### config.mk
export PLATFORM = sky130hd
export DESIGN_NAME = mem_port_arbiter_flat
export DESIGN_NICKNAME = d
export VERILOG_FILES = /design/src/rtl/mach_v_bus_pkg.sv /design/src/rtl/mem_port_arbiter_if.sv /design/src/rtl/arb_pick.sv /design/src/rtl/mem_port_arbiter.sv /design/src/flat_wrapper.sv
export SDC_FILE = /design/constraint.sdc
export NUM_CORES = 1
export LEC_CHECK = 0
export BUFFER_PORTS_ARGS = -buffer_cell sky130_fd_sc_hd__buf_2
export CORE_AREA = 2 2 106 108
export DETAILED_ROUTE_END_ITERATION = 7
export DIE_AREA = 0 0 108 110
export RECOVER_POWER = 50
export SYNTH_ARGS = -nofsm -noshare
export SYNTH_HDL_FRONTEND = slang
export SYNTH_HIERARCHICAL = 1
export SYNTH_SLANG_ARGS = --single-unit
### constraint.sdc
create_clock -name CLK -period 1.58 [get_ports CLK]
set_input_delay 0.079 -clock CLK [delete_from_list [all_inputs] [get_ports CLK]]
set_output_delay 0.079 -clock CLK [all_outputs]
set_load 0.1 [all_outputs]
### src/rtl/mach_v_bus_pkg.sv
// Shared constants for the mach-v memory bus.
// Holds the owner encodings, which double as the arbiter state encoding,
// and the default address/data widths and starvation limit.
package mach_v_bus_pkg;

  localparam int ADDR_W_DEF       = 32;
  localparam int DATA_W_DEF       = 32;
  localparam int STARVE_LIMIT_DEF = 4;

  localparam logic [1:0] OWN_NONE = 2'b00;
  localparam logic [1:0] OWN_I    = 2'b01;
  localparam logic [1:0] OWN_D    = 2'b10;

  // The arbiter state is the registered owner, so Owner is the state itself.
  typedef enum logic [1:0] {
    IDLE  = OWN_NONE,
    GNT_I = OWN_I,
    GNT_D = OWN_D
  } state_t;

endpackage

### src/rtl/mem_port_arbiter_if.sv
// Bus bundle for mem_port_arbiter: fetch port (I_*), data port (D_*),
// memory port (M_*) and the Owner indication.
//   slave  : arbiter view (takes I/D requests and memory responses,
//            drives acks, read data, memory request and Owner)
//   master : environment view (core ports plus memory model)
interface mem_port_arbiter_if
  import mach_v_bus_pkg::*;
#(
  parameter int ADDR_W = ADDR_W_DEF,
  parameter int DATA_W = DATA_W_DEF
);

  logic                  I_req;
  logic [ADDR_W-1:0]     I_addr;
  logic [DATA_W-1:0]     I_rdata;
  logic                  I_ack;

  logic                  D_req;
  logic [DATA_W/8-1:0]   D_we;
  logic [ADDR_W-1:0]     D_addr;
  logic [DATA_W-1:0]     D_wdata;
  logic [DATA_W-1:0]     D_rdata;
  logic                  D_ack;

  logic                  M_req;
  logic [DATA_W/8-1:0]   M_we;
  logic [ADDR_W-1:0]     M_addr;
  logic [DATA_W-1:0]     M_wdata;
  logic [DATA_W-1:0]     M_rdata;
  logic                  M_ack;

  logic [1:0]            Owner;

  modport slave (
    input  I_req, I_addr, D_req, D_we, D_addr, D_wdata, M_rdata, M_ack,
    output I_rdata, I_ack, D_rdata, D_ack, M_req, M_we, M_addr, M_wdata, Owner
  );

  modport master (
    output I_req, I_addr, D_req, D_we, D_addr, D_wdata, M_rdata, M_ack,
    input  I_rdata, I_ack, D_rdata, D_ack, M_req, M_we, M_addr, M_wdata, Owner
  );

endinterface

### src/rtl/arb_pick.sv
// Combinational winner select for the fetch/data arbiter.
// Ports:
//   i_req, d_req : raw requests from the fetch and data ports
//   excl         : current owner, whose own request is ignored (it is completing)
//   force_i      : starvation override, makes I win over D
//   winner       : next owner (OWN_NONE / OWN_I / OWN_D)
module arb_pick
  import mach_v_bus_pkg::*;
(
  input  logic       i_req,
  input  logic       d_req,
  input  logic [1:0] excl,
  input  logic       force_i,
  output logic [1:0] winner
);

  logic i_ok;
  logic d_ok;

  assign i_ok = i_req && (excl != OWN_I);
  assign d_ok = d_req && (excl != OWN_D);

  // D normally wins: its instruction is older in the pipe.
  always_comb begin
    winner = OWN_NONE;
    if (d_ok && !(force_i && i_ok)) begin
      winner = OWN_D;
    end else if (i_ok) begin
      winner = OWN_I;
    end
  end

endmodule

### src/rtl/mem_port_arbiter.sv
// Shares one single-port memory bus between the instruction fetch port (I)
// and the LSU data port (D). The grant is registered; the owner's request is
// forwarded combinationally to memory, and the memory ack/rdata is returned
// only to the owner. On the ack cycle the next owner is chosen, so
// back-to-back grants carry no idle cycle.
// Ports:
//   CLK    : rising-edge clock
//   RESETn : asynchronous active-low reset
//   bus    : mem_port_arbiter_if.slave (I_*, D_*, M_*, Owner)
// Build option:
//   ARB_STARVE_GUARD_EN : after STARVE_LIMIT consecutive D grants issued while
//                         I_req is high, the next arbitration goes to I.
//                         Undefined: strict D priority, no counter.
module mem_port_arbiter
  import mach_v_bus_pkg::*;
#(
  parameter int ADDR_W = ADDR_W_DEF,
  parameter int DATA_W = DATA_W_DEF
`ifdef ARB_STARVE_GUARD_EN
  ,
  parameter int STARVE_LIMIT = STARVE_LIMIT_DEF
`endif
)
(
  input logic              CLK,
  input logic              RESETn,
  mem_port_arbiter_if.slave bus
);

  state_t              state;
  state_t              state_next;
  logic [1:0]          pick;
  logic                arbitrate;
  logic                force_i;
  logic                i_ack;
  logic                d_ack;
  logic [DATA_W/8-1:0] m_we;
  logic [ADDR_W-1:0]   m_addr;
  logic [DATA_W-1:0]   m_wdata;

  // The bus is up for grabs when idle or while the owner is being acked.
  assign arbitrate = (state == IDLE) || bus.M_ack;

  arb_pick u_pick (
    .i_req   (bus.I_req),
    .d_req   (bus.D_req),
    .excl    (state),
    .force_i (force_i),
    .winner  (pick)
  );

`ifdef ARB_STARVE_GUARD_EN
  localparam int CNT_W = $clog2(STARVE_LIMIT + 1);
  logic [CNT_W-1:0] starve_cnt;

  assign force_i = (starve_cnt == CNT_W'(STARVE_LIMIT));

  // Counts D grants handed out while I waits; any I grant clears it.
  always_ff @(posedge CLK or negedge RESETn) begin
    if (!RESETn) begin
      starve_cnt <= '0;
    end else if (arbitrate && (pick == OWN_I)) begin
      starve_cnt <= '0;
    end else if (arbitrate && (pick == OWN_D) && bus.I_req && !force_i) begin
      starve_cnt <= starve_cnt + CNT_W'(1);
    end
  end
`else
  assign force_i = 1'b0;
`endif

  always_ff @(posedge CLK or negedge RESETn) begin
    if (!RESETn) begin
      state <= IDLE;
    end else begin
      state <= state_next;
    end
  end

  // Without an ack the owner keeps the bus, even if its request dropped.
  always_comb begin
    state_next = state;
    if (arbitrate) begin
      state_next = state_t'(pick);
    end
  end

  always_comb begin
    m_we    = '0;
    m_addr  = '0;
    m_wdata = '0;
    unique case (state)
      GNT_I: m_addr = bus.I_addr;
      GNT_D: begin
        m_we    = bus.D_we;
        m_addr  = bus.D_addr;
        m_wdata = bus.D_wdata;
      end
      default: ;
    endcase
  end

  // An ack to a port that has already dropped its request is discarded.
  assign i_ack = (state == GNT_I) && bus.M_ack && bus.I_req;
  assign d_ack = (state == GNT_D) && bus.M_ack && bus.D_req;

  assign bus.M_req   = (state != IDLE);
  assign bus.M_we    = m_we;
  assign bus.M_addr  = m_addr;
  assign bus.M_wdata = m_wdata;
  assign bus.I_ack   = i_ack;
  assign bus.D_ack   = d_ack;
  assign bus.I_rdata = i_ack ? bus.M_rdata : '0;
  assign bus.D_rdata = d_ack ? bus.M_rdata : '0;
  assign bus.Owner   = state;

`ifndef SYNTHESIS
  // Requests must be held until acked; a drop is flagged, the arbiter recovers.
  assert property (@(posedge CLK) disable iff (!RESETn) (state == GNT_I) |-> bus.I_req)
    else $warning("mem_port_arbiter: I_req dropped before I_ack");
  assert property (@(posedge CLK) disable iff (!RESETn) (state == GNT_D) |-> bus.D_req)
    else $warning("mem_port_arbiter: D_req dropped before D_ack");
`endif

endmodule

### src/flat_wrapper.sv
// flat-port wrapper written by rule: the top's interface ports become plain ports
module mem_port_arbiter_flat import mach_v_bus_pkg::*;
#(
  parameter int ADDR_W = ADDR_W_DEF,
  parameter int DATA_W = DATA_W_DEF

)
  (CLK, RESETn, bus_I_req, bus_I_addr, bus_D_req, bus_D_we, bus_D_addr, bus_D_wdata, bus_M_rdata, bus_M_ack, bus_I_rdata, bus_I_ack, bus_D_rdata, bus_D_ack, bus_M_req, bus_M_we, bus_M_addr, bus_M_wdata, bus_Owner);
  mem_port_arbiter_if #(.ADDR_W(ADDR_W), .DATA_W(DATA_W)) bus_i ();
  input logic CLK;
  input logic RESETn;
  input wire logic [$bits(bus_i.I_req)-1:0] bus_I_req;
  input wire logic [$bits(bus_i.I_addr)-1:0] bus_I_addr;
  input wire logic [$bits(bus_i.D_req)-1:0] bus_D_req;
  input wire logic [$bits(bus_i.D_we)-1:0] bus_D_we;
  input wire logic [$bits(bus_i.D_addr)-1:0] bus_D_addr;
  input wire logic [$bits(bus_i.D_wdata)-1:0] bus_D_wdata;
  input wire logic [$bits(bus_i.M_rdata)-1:0] bus_M_rdata;
  input wire logic [$bits(bus_i.M_ack)-1:0] bus_M_ack;
  output wire logic [$bits(bus_i.I_rdata)-1:0] bus_I_rdata;
  output wire logic [$bits(bus_i.I_ack)-1:0] bus_I_ack;
  output wire logic [$bits(bus_i.D_rdata)-1:0] bus_D_rdata;
  output wire logic [$bits(bus_i.D_ack)-1:0] bus_D_ack;
  output wire logic [$bits(bus_i.M_req)-1:0] bus_M_req;
  output wire logic [$bits(bus_i.M_we)-1:0] bus_M_we;
  output wire logic [$bits(bus_i.M_addr)-1:0] bus_M_addr;
  output wire logic [$bits(bus_i.M_wdata)-1:0] bus_M_wdata;
  output wire logic [$bits(bus_i.Owner)-1:0] bus_Owner;
  assign bus_i.I_req = bus_I_req;
  assign bus_i.I_addr = bus_I_addr;
  assign bus_i.D_req = bus_D_req;
  assign bus_i.D_we = bus_D_we;
  assign bus_i.D_addr = bus_D_addr;
  assign bus_i.D_wdata = bus_D_wdata;
  assign bus_i.M_rdata = bus_M_rdata;
  assign bus_i.M_ack = bus_M_ack;
  assign bus_I_rdata = bus_i.I_rdata;
  assign bus_I_ack = bus_i.I_ack;
  assign bus_D_rdata = bus_i.D_rdata;
  assign bus_D_ack = bus_i.D_ack;
  assign bus_M_req = bus_i.M_req;
  assign bus_M_we = bus_i.M_we;
  assign bus_M_addr = bus_i.M_addr;
  assign bus_M_wdata = bus_i.M_wdata;
  assign bus_Owner = bus_i.Owner;
  mem_port_arbiter #(.ADDR_W(ADDR_W), .DATA_W(DATA_W)) u_core (.CLK(CLK), .RESETn(RESETn), .bus(bus_i));
endmodule
==> After elaboration in Yosys (flattened, before gate mapping) <==
Index checks and enable logic that the tools add are counted.
W data, S select, Z words.
{ "op_classes": {"addsub": 0, "mul": 0, "div": 0, "n_lt_le_gt_ge": 0, "n_eq_ne": 4, "shifts": 0, "n_mux": 7, "n_bitwise": 0, "reduce_logical": 9} }
{ "ops": {"columns": ["cell", "count"], "rows": [
  ["$mux W32", 3],
  ["$pmux W32 S2", 1],
  ["$logic_and A1 B1 Y1", 6],
  ["$mux W4", 1],
  ["$eq A2 B1 Y1 const B", 1],
  ["$eq A2 B2 Y1 const B", 1],
  ["$logic_not A2 Y1", 1],
  ["$mux W2", 1],
  ["$ne A2 B1 Y1 const B", 1],
  ["$ne A2 B2 Y1 const B", 1],
  ["$reduce_bool A2 Y1", 1],
  ["$logic_or A1 B1 Y1", 1],
  ["$mux W1", 1]
]} }
{ "totals": {"regBits": 2, "latchBits": 0, "ram_bits": 0, "romBits": 0, "input_bits": 137, "output_inout_bits": 137, "wordCells": 21, "mem_count": 0} }

==> Logic depth before layout (Yosys ltp) <==
Gate-level depths: netlist of run 1.
{ "logic_depth": {"word_depth": 4, "depth_mapped": 6, "ltp_nobuf": 4} }

==> Cells and area by module <==
Netlist of run 1, hierarchy kept.
{ "modules_own_cells": {"columns": ["module", "instances", "cells_per_inst", "area_per_inst_um2", "seq_area_each_um2"], "rows": [
  ["mem_port_arbiter", 1, 198, 1306.3, 50.0],
  ["arb_pick", 1, 7, 51.3, 0.0]
]} }

==> Least setup slack after synthesis of run 1 <==
Ideal clock, no wire load.
{ "synth_timing": {"path_type": "flip-flop to output port", "startpoint": "register u_core.state[0], in the netlist u_core/bus.Owner[0]", "endpoint": "output port bus_M_addr[0]", "arrival_ps": 3069, "t_required_ps": 1501, "setup_slack_ps": -1568, "path_stages_with_launch": 5, "n_path_buf": 1, "cell_sequence": "dfrtp_1 > inv_1 > ha_1 > clkbuf_1 > nor2b_1"} }
{ "synth_between": {"elab_chain_len": 2, "elab_cells_between_ends": 3, "classes_between": "2 x eq/ne; 1 x mux"} }
{ "synth_rtl": {"columns": ["item", "line", "rtl"], "rows": [
  ["start, declared", "mem_port_arbiter.sv:30", "state_t state;"],
  ["start signal, assigned", "mem_port_arbiter.sv:76", "state <= state_next;"],
  ["$eq A2 B2 Y1 or $eq A2 B1 Y1 (tied branches)", "mem_port_arbiter.sv:92", "unique case (state)"],
  ["$pmux W32 S2 (*)", "mem_port_arbiter.sv:92", null],
  ["end, declared", "flat_wrapper.sv:26", "output wire logic [$bits(bus_i.M_addr)-1:0] bus_M_addr;"]
]} }
Every way passes the cells marked *; elsewhere a longest branch is shown, timed or not.

==> Worst setup path in the final report of run 1 <==
{ "layout_timing": {"startpoint": "register u_core.state[0], in the netlist u_core/bus.Owner[0]", "endpoint": "output port bus_M_addr[23]"} }
The elaborated chain is that of the path after synthesis.

==> impl_metrics.ini, run 1 <==
[synthesis]
ys_seq_area_share_pct = 3.687
avgSynthCellArea_sq_um = 6.622
ys_ff_latch = 2
synth_cells = 205
yosys_warnings = 6
synthesis.area_sq_um = 1358
yosysUniqueCellTypes = 17

[detailed_routing]
routed_wl_um = 9518
drt_iter0_markers = 46
wire_per_inst_um = 15.33
post_drt_via_cell_ratio = 4.098
route.detailed.drc = 0
dr.pass1.iters = 2
ant_nets = 0
vias = 2545

[clock_tree]
cts_tree = built
numClockSinks = 2
clockRootBuffer = clkbuf_8
cts.clk_slew.worst_paths_ns = 0.03
clk_latency_ns = 0.21
htreeDepth = 1
cts_made_buffers = 3
clock_path_buffers = 2

[outcome]
status = finished, violations left
violations = setup timing

[layout]
antenna_cells = 0
post-route-util_pct = 55.01
fin_cells = 621
area_growth_pct = 333.5
largest_reg_flops = 2
layout-drive-gt1-share_pct = 98.13
finish.net_count = 623

[grt]
grt_pass1_vias = 2718
grt_start_max_net_pins = 33
grt_pass1_wl_um = 13990
overflow = 0
grt_antenna_before_repair = 0
track_usage_pct = 14.85

[placement]
dp.cells = 605
io_buffer_count = 273
place_congestion = 0.8076
dp_hpwl_um = 7623

[setup_path]
r2r-start = u_core/bus.Owner[0]
critPathKind = reg2out
r2r_slack_ns = 0.03
start_kind = register
arrival_ns = 1.69
crit_required_ns = 1.50
critPathMaxFanout = 32
r2r-end = u_core/bus.Owner[1]
end_kind = primary output
worst_r2r_path_depth = 5

[floorplan]
die_width_um = 108
die_h_um = 110
pin_count = 274
initial_utilization_pct = 12.69
row_count = 38
die_area_sq_um = 11880
core_area_sq_um = 10700

[sta]
max_freq_ghz = 0.5642
finalHoldViolCount = 0
min_period_over_period_pct = 112.2
fin_setup_tns_ns = -17.77
rsz0062_at_grt = yes
finalWorstSetupSlack_ns = -0.1923
setup_viol = 134
slew_violations = 0
min_period_ns = 1.772
fin_skew_ns = 0.0007063
fin_hold_ws_ns = 0.2117

[min_path]
hp-class = in2async

[pwr]
peakVddDrop_v = 0.001569
pwr_density_cell_nw_per_um2 = 2329
leakage_nw = 2.612

[flow_run]
cap_viol_max_count = 0
==> layout by cell type, fill, tap and decap left out, types with 3 or more instances in the layout <==
| cell type | instances |
|---|---|
| buf_12 | 143 |
| buf_2 | 137 |
| and2_4 | 98 |
| a22oi_2 | 32 |
| nor2b_4 | 32 |
| and3_4 | 4 |
| clkbuf_8 | 3 |
| buf_6 | 3 |
| and2_2 | 3 |
| ha_4 | 3 |
==> synthesized netlist by cell type <==
| cell type | count | area [sq um] |
|---|---|---|
| clkbuf_2 | 3 | 15.01 |
| mux2_2 | 2 | 22.52 |
| maj3_2 | 2 | 22.52 |
| and3_1 | 1 | 6.260 |
| nand2_1 | 1 | 3.750 |
| and2_1 | 101 | 631.9 |
| nor2b_2 | 1 | 8.760 |
| clkbuf_1 | 5 | 18.77 |
| a22oi_1 | 32 | 240.2 |
| dfrtp_1 | 2 | 50.05 |
| conb_1 | 1 | 3.750 |
| buf_2 | 12 | 60.06 |
| nor2b_1 | 33 | 206.5 |
| nor2_1 | 1 | 3.750 |
| ha_1 | 3 | 37.54 |
| inv_1 | 4 | 15.01 |
| and3_4 | 1 | 11.26 |
==> what timing repair did <==
item	in CTS	in global routing
endpoints found under the hold margin	2	0
resized for setup	40	2
endpoints found under the setup margin	134	135
hold buffers	1	0
buffers inserted	8	0
pin swaps	20	12
cloned	6	0
==> cell families after synthesis <==
kind of cell | after synthesis | synth area share, %
buf+inv | 24 | 8.018
compound gates | 32 | 17.70
fa+ha+maj | 5 | 4.424
flops | 2 | 3.687
mux | 2 | 1.659
simple gates | 139 | 64.24
other cells | 1 | 0.2762
==> power breakdown <==
| group | total [W] | leakage (nW) | internal [W] | switching [W] |
|---|---|---|---|---|
| registers | 0.000143 | 0.0225 | 0.0000950 | 0.0000480 |
| logic | 0.0134 | 2.57 | 0.00529 | 0.00808 |
| clock network | 0.000195 | 0.0216 | 0.000161 | 0.0000348 |
==> worst max-delay path by stage <==
stage                                 end  cells past startpoint  slack (ns)                 from
after global placement    bus_I_rdata[31]                      5       -0.03  u_core/bus.Owner[1]
after detailed placement   bus_I_rdata[0]                      5        -0.1  u_core/bus.Owner[1]
after global routing       bus_M_addr[11]                      6       -0.23  u_core/bus.Owner[1]
final                      bus_M_addr[23]                      6       -0.19  u_core/bus.Owner[0]
after CTS                  bus_M_addr[11]                      6       -0.19  u_core/bus.Owner[1]
after floorplan           bus_I_rdata[22]                      6       -0.25  u_core/bus.Owner[1]
==> critical path, stage by stage, from the launching register on <==
cell     delay, ns
dfrtp_4       0.49
buf_12        0.14
ha_4          0.17
buf_12        0.18
a22oi_2       0.25
nor2b_4       0.07
buf_12        0.17
==> through the flow <==
step	total power [W]	setup slack (ns)	area [sq um]
after detailed placement	0.01286	-0.09976	5504
after global placement	0.01272	-0.03344	5504
after CTS	0.01402	-0.1917	5947
after global routing	0.01411	-0.2325	5884
final	0.01371	-0.1923	5884
after floorplan	0.008841	-0.2460	2008
==> layer usage <==
metal	wire, um	track usage [%]	up-vias
li1	-	-	1219
met4	6	1.374	0
met5	0	0	-
met3	794	3.410	2
met1	3073	15.18	1194
met2	5643	31.27	130
==> area by class of cell <==
cell class	instances	area [sq um]
clock buffers	3	41.29
fillers	904	4813
inverters	4	20.02
flip-flops and latches	2	57.56
multi-input cells	182	1917
repair buffers	290	3674
well taps	140	175.2
No activity file was read; power rests on OpenSTA's default activity.
==> inputs of run 2 (changes only) <==
--- a/config.mk
+++ b/config.mk
@@ -5,10 +5,11 @@
 export SDC_FILE = /design/constraint.sdc
 export NUM_CORES = 1
 export LEC_CHECK = 0
-export BUFFER_PORTS_ARGS = -buffer_cell sky130_fd_sc_hd__buf_2
+export BUFFER_PORTS_ARGS = -buffer_cell sky130_fd_sc_hd__buf_4
 export CORE_AREA = 2 2 106 108
 export DETAILED_ROUTE_END_ITERATION = 7
 export DIE_AREA = 0 0 108 110
+export PLACE_DENSITY = 0.52
 export RECOVER_POWER = 50
 export SYNTH_ARGS = -nofsm -noshare
 export SYNTH_HDL_FRONTEND = slang
==> impl_metrics.ini, run 2 (synthesis results as in run 1) <==
[clock_tree]
clk_latency_ns = 0.21
cts_made_buffers = 3
clock_path_buffers = 2
numClockSinks = 2
htreeDepth = 1
clockRootBuffer = clkbuf_8
cts.clk_slew.worst_paths_ns = 0.03
cts_tree = built

[setup_path]
critPathKind = reg2out
worstPathCellList = inv_4, ha_4, and3_4, buf_12, and2_4, buf_12
crit_required_ns = 1.50
critPathMaxFanout = 22
slowest_stage = dfrtp_4
crit_family = flip-flops
start_kind = register
end_kind = primary output
critPathMostFrequentCell = buf_12
cp_slowest_stage_delay_ns = 0.50
path_buf_inv = 3
arrival_ns = 1.69

[floorplan]
die_area_sq_um = 11880
row_count = 38
initial_utilization_pct = 12.69
die_width_um = 108
pin_count = 274
core_area_sq_um = 10700
die_h_um = 110

[grt]
grt_start_max_net_pins = 24
overflow = 0
grt_antenna_before_repair = 0
grt_pass1_vias = 2816
track_usage_pct = 14.98
grt_pass1_wl_um = 14260

[layout]
final-seq-area_sq_um = 57.56
most-common-layout-cells = buf_4 (149), buf_12 (142), and2_4 (100), nor2b_4 (32), a22oi_2 (21)
fin_cells = 633
largest_reg_flops = 2
layout-drive-gt1-share_pct = 95.74
finish.net_count = 635
multiInputGateArea_sq_um = 1841
antenna_cells = 0
area_growth_pct = 362.5
n_fill_cell = 795
layout_commonest_cell = buf_4

[detailed_routing]
post_drt_via_cell_ratio = 4.073
wire_per_inst_um = 15.64
vias = 2578
ant_nets = 0
drt_iter0_markers = 110
dr.pass1.iters = 4
route.detailed.drc = 0
routed_wl_um = 9899

[outcome]
status = finished, violations left
violations = setup timing

[sta]
fin_setup_tns_ns = -15.66
rsz0062_at_grt = yes
min_period_over_period_pct = 111.7
fin_hold_ws_ns = 0.2092
max_freq_ghz = 0.5667
tightestPinTransition_ns = 0.5576
setup_viol = 134
finalWorstSetupSlack_ns = -0.1845
min_period_ns = 1.765
finalHoldViolCount = 0
fin_skew_ns = 0.0007375
slew_violations = 0
slew_headroom_pct = 62.98

[pwr]
total_power_w = 0.01412
seqPwrFrac_pct = 1.0
leakage_nw = 2.796
combPwrFrac_pct = 97.6
internal_power_w = 0.005924
peakVddDrop_v = 0.001848
p_clk_share_pct = 1.4
p_switching_w = 0.008193
swShare_pct = 58.04
pwr_density_cell_nw_per_um2 = 2249

[placement]
io_buffer_count = 273
dp.cells = 622
place_congestion = 0.7325
dp_hpwl_um = 6670

[min_path]
hp-class = in2async

[flow_run]
cap_viol_max_count = 0
run 2: cell count changes in the layout (fill, tap and decap cells not counted), moves of 2 or more:
cell	previous run	this run
buf_6	3	5
and2_4	98	100
and3_4	4	2
buf_8	0	2
buf_2	137	0
a22oi_2	32	21
buf_4	2	149
clkbuf_16	0	2
a22oi_1	0	11
and2_2	3	0
run 2: through the flow:
step | worst slack, ns | area, sq um | utilization (%)
3_5_place_dp | -0.08857 | 4313 | 40.32
2_1_floorplan | -0.2460 | 2008 | -
3_3_place_gp | -0.05859 | 4313 | 40.32
4_1_cts | -0.2017 | 6066 | 56.70
6_report | -0.1845 | 6279 | 58.69
5_1_grt | -0.2423 | 6279 | 58.69
run 2: power groups by stage:
| stage | clock, W | sequential (W) | combinational (W) |
|---|---|---|---|
| finish | 0.000197 | 0.000144 | 0.0138 |
| detailed placement | 0 | 0.000140 | 0.0109 |
| floorplan | 0 | 0.000340 | 0.00850 |
| CTS | 0.000205 | 0.000145 | 0.0133 |
| global route | 0.000210 | 0.000150 | 0.0142 |
| global placement | 0 | 0.000137 | 0.0108 |
run 2: final timing paths:
check	start	end	slack, ns	cells past startpoint
min in group CLK	bus_D_req	u_core/bus.Owner[1]	0.25	3
setup / recovery	u_core/bus.Owner[0]	bus_D_rdata[18]	-0.18	6
hold reg to reg	u_core/bus.Owner[1]	u_core/bus.Owner[1]	0.73	2
max in group asynchronous	RESETn	u_core/bus.Owner[1]	1.21	2
hold / removal	RESETn	u_core/bus.Owner[0]	0.21	2
setup reg to reg	u_core/bus.Owner[0]	u_core/bus.Owner[1]	0.11	4
run 2: per-layer routing:
metal | wire length, um | GRT usage (%) | part of all wire (%)
met1 | 3073 | 14.42 | 31
met2 | 5832 | 31.90 | 59
met3 | 932 | 3.527 | 9.4
met4 | 61 | 2.839 | 0.62
met5 | 0 | 0 | 0
run 2: what timing repair did:
action	CTS	global route
pin swaps	9	2
endpoints found under the hold margin	2	0
cloned	1	2
hold buffers	1	0
gates resized for setup	400	33
buffers inserted	0	4
endpoints found under the setup margin	134	134
run 2: cell type report:
| type | instances | share of cell area (%) |
|---|---|---|
| repair buffers | 304 | 66.00 |
| multi-input cells | 180 | 29.31 |
| well taps | 140 | 2.790 |
| flip-flops and latches | 2 | 0.9167 |
| clock buffers | 3 | 0.6576 |
| inverters | 4 | 0.3189 |
==> inputs of run 3 (changes only) <==
--- a/config.mk
+++ b/config.mk
@@ -6,10 +6,10 @@
 export NUM_CORES = 1
 export LEC_CHECK = 0
 export BUFFER_PORTS_ARGS = -buffer_cell sky130_fd_sc_hd__buf_4
-export CORE_AREA = 2 2 106 108
+export CORE_AREA = 2 2 108 110
 export DETAILED_ROUTE_END_ITERATION = 7
-export DIE_AREA = 0 0 108 110
-export PLACE_DENSITY = 0.52
+export DIE_AREA = 0 0 110 112
+export PLACE_DENSITY = 0.51
 export RECOVER_POWER = 50
 export SYNTH_ARGS = -nofsm -noshare
 export SYNTH_HDL_FRONTEND = slang
==> constraint.sdc (replaced) <==
create_clock -name CLK -period 2.1 [get_ports CLK]
set_input_delay 0.105 -clock CLK [delete_from_list [all_inputs] [get_ports CLK]]
set_output_delay 0.105 -clock CLK [all_outputs]
set_load 0.1 [all_outputs]
==> impl_metrics.ini, run 3 (synthesis results as in run 1) <==
[outcome]
status = finished, final reports clean

[detailed_routing]
ant_nets = 0
drt_iter0_markers = 86
vias = 2416
route.detailed.drc = 0
post_drt_via_cell_ratio = 3.961
dr.pass1.iters = 4
wire_per_inst_um = 12.65
routed_wl_um = 7717

[grt]
grt_pass1_wl_um = 11100
grt_pass1_vias = 2330
track_usage_pct = 11.14
grt_antenna_before_repair = 0
overflow = 0
grt_start_max_net_pins = 69

[layout]
most-common-layout-cells = buf_4 (208), and2_2 (69), nor2b_2 (33), a22oi_1 (32), buf_2 (30)
layout_commonest_cell = buf_4
largest_reg_flops = 2
finish.net_count = 609
antenna_cells = 0
fin_cells = 610
layout-drive-gt1-share_pct = 86.51
final_cell_area_sq_um = 3747
area_growth_pct = 176.0

[sta]
fin_setup_tns_ns = 0
finalHoldViolCount = 0
rsz0062_at_grt = no
fin_skew_ns = 0.001299
min_period_over_period_pct = 93.00
slew_headroom_pct = 20.07
min_period_ns = 1.953
tightestPinTransition_ns = 1.204
setup_viol = 0
slew_violations = 0
max_freq_ghz = 0.5120
fin_hold_ws_ns = 0.2131

[clock_tree]
clk_latency_ns = 0.22
clockRootBuffer = clkbuf_16
cts_resized = 0
clock_path_buffers = 2
htreeDepth = 1
cts.clk_slew.worst_paths_ns = 0.03
cts_made_buffers = 3
cts_tree = built
numClockSinks = 2

[floorplan]
die_area_sq_um = 12320
initial_utilization_pct = 12.15
pin_count = 274
die_h_um = 112
core_area_sq_um = 11170
die_width_um = 110
row_count = 39

[placement]
postPlaceCellArea_sq_um = 3767
place_congestion = 0.7226
dp_hpwl_um = 6575
io_buffer_count = 273
dp.cells = 606

[flow_run]
cap_viol_max_count = 0

[setup_path]
start_kind = register
critPathKind = reg2out
arrival_ns = 1.85
critPathMaxFanout = 68
crit_required_ns = 2.00
end_kind = primary output

[min_path]
hp-class = in2async
==> run 3: stage by stage <==
step | util (%) | setup WS [ns]
2_1_floorplan | - | -0.2335
3_3_place_gp | 33.71 | 0.4044
3_5_place_dp | 33.71 | 0.3867
4_1_cts | 34.48 | 0.1503
5_1_grt | 33.53 | 0.01650
6_report | 33.53 | 0.1470
==> run 3: worst paths after layout <==
path                                     start                  end  slack (ns)  cells after the start
setup / recovery           u_core/bus.Owner[0]      bus_M_wdata[29]        0.15                      5
hold / removal                          RESETn  u_core/bus.Owner[1]        0.21                      2
setup reg to reg           u_core/bus.Owner[0]  u_core/bus.Owner[0]        0.70                      4
hold reg to reg            u_core/bus.Owner[1]  u_core/bus.Owner[1]        0.56                      1
max in group asynchronous               RESETn  u_core/bus.Owner[1]        1.75                      2
min in group CLK                     bus_D_req  u_core/bus.Owner[1]        0.26                      3
==> run 3: cell type report <==
cell class                 instances  area [sq um]
clock buffer                       3         75.07
inverter                           4         15.01
timing repair buffer             278          2011
fill                            1194          7427
multi-input combinational        180          1416
sequential                         2         51.30
tap                              143         178.9
==> run 3: per-layer routing <==
layer | GRT usage [%] | vias up | part of all wire [%]
li1 | - | 1187 | -
met1 | 11.31 | 1066 | 34
met2 | 22.70 | 158 | 54
met3 | 2.342 | 5 | 12
met4 | 1.772 | 0 | 0.57
met5 | 0 | - | 0
==> run 3: timing repair <==
item,in CTS,in global routing
buffers inserted,0,0
endpoints found under the hold margin,2,0
hold buffers,1,0
==> run 3: worst max-delay path, cell delays in order (launching register included) <==
cell     delay, ns
dfrtp_1       0.43
inv_1         0.11
ha_2          0.20
buf_12        0.22
and2_2        0.19
buf_2         0.42
Power of run 3 is not shown: default switching activity piles up to over one toggle a cycle in this logic, so the estimate is an artifact.
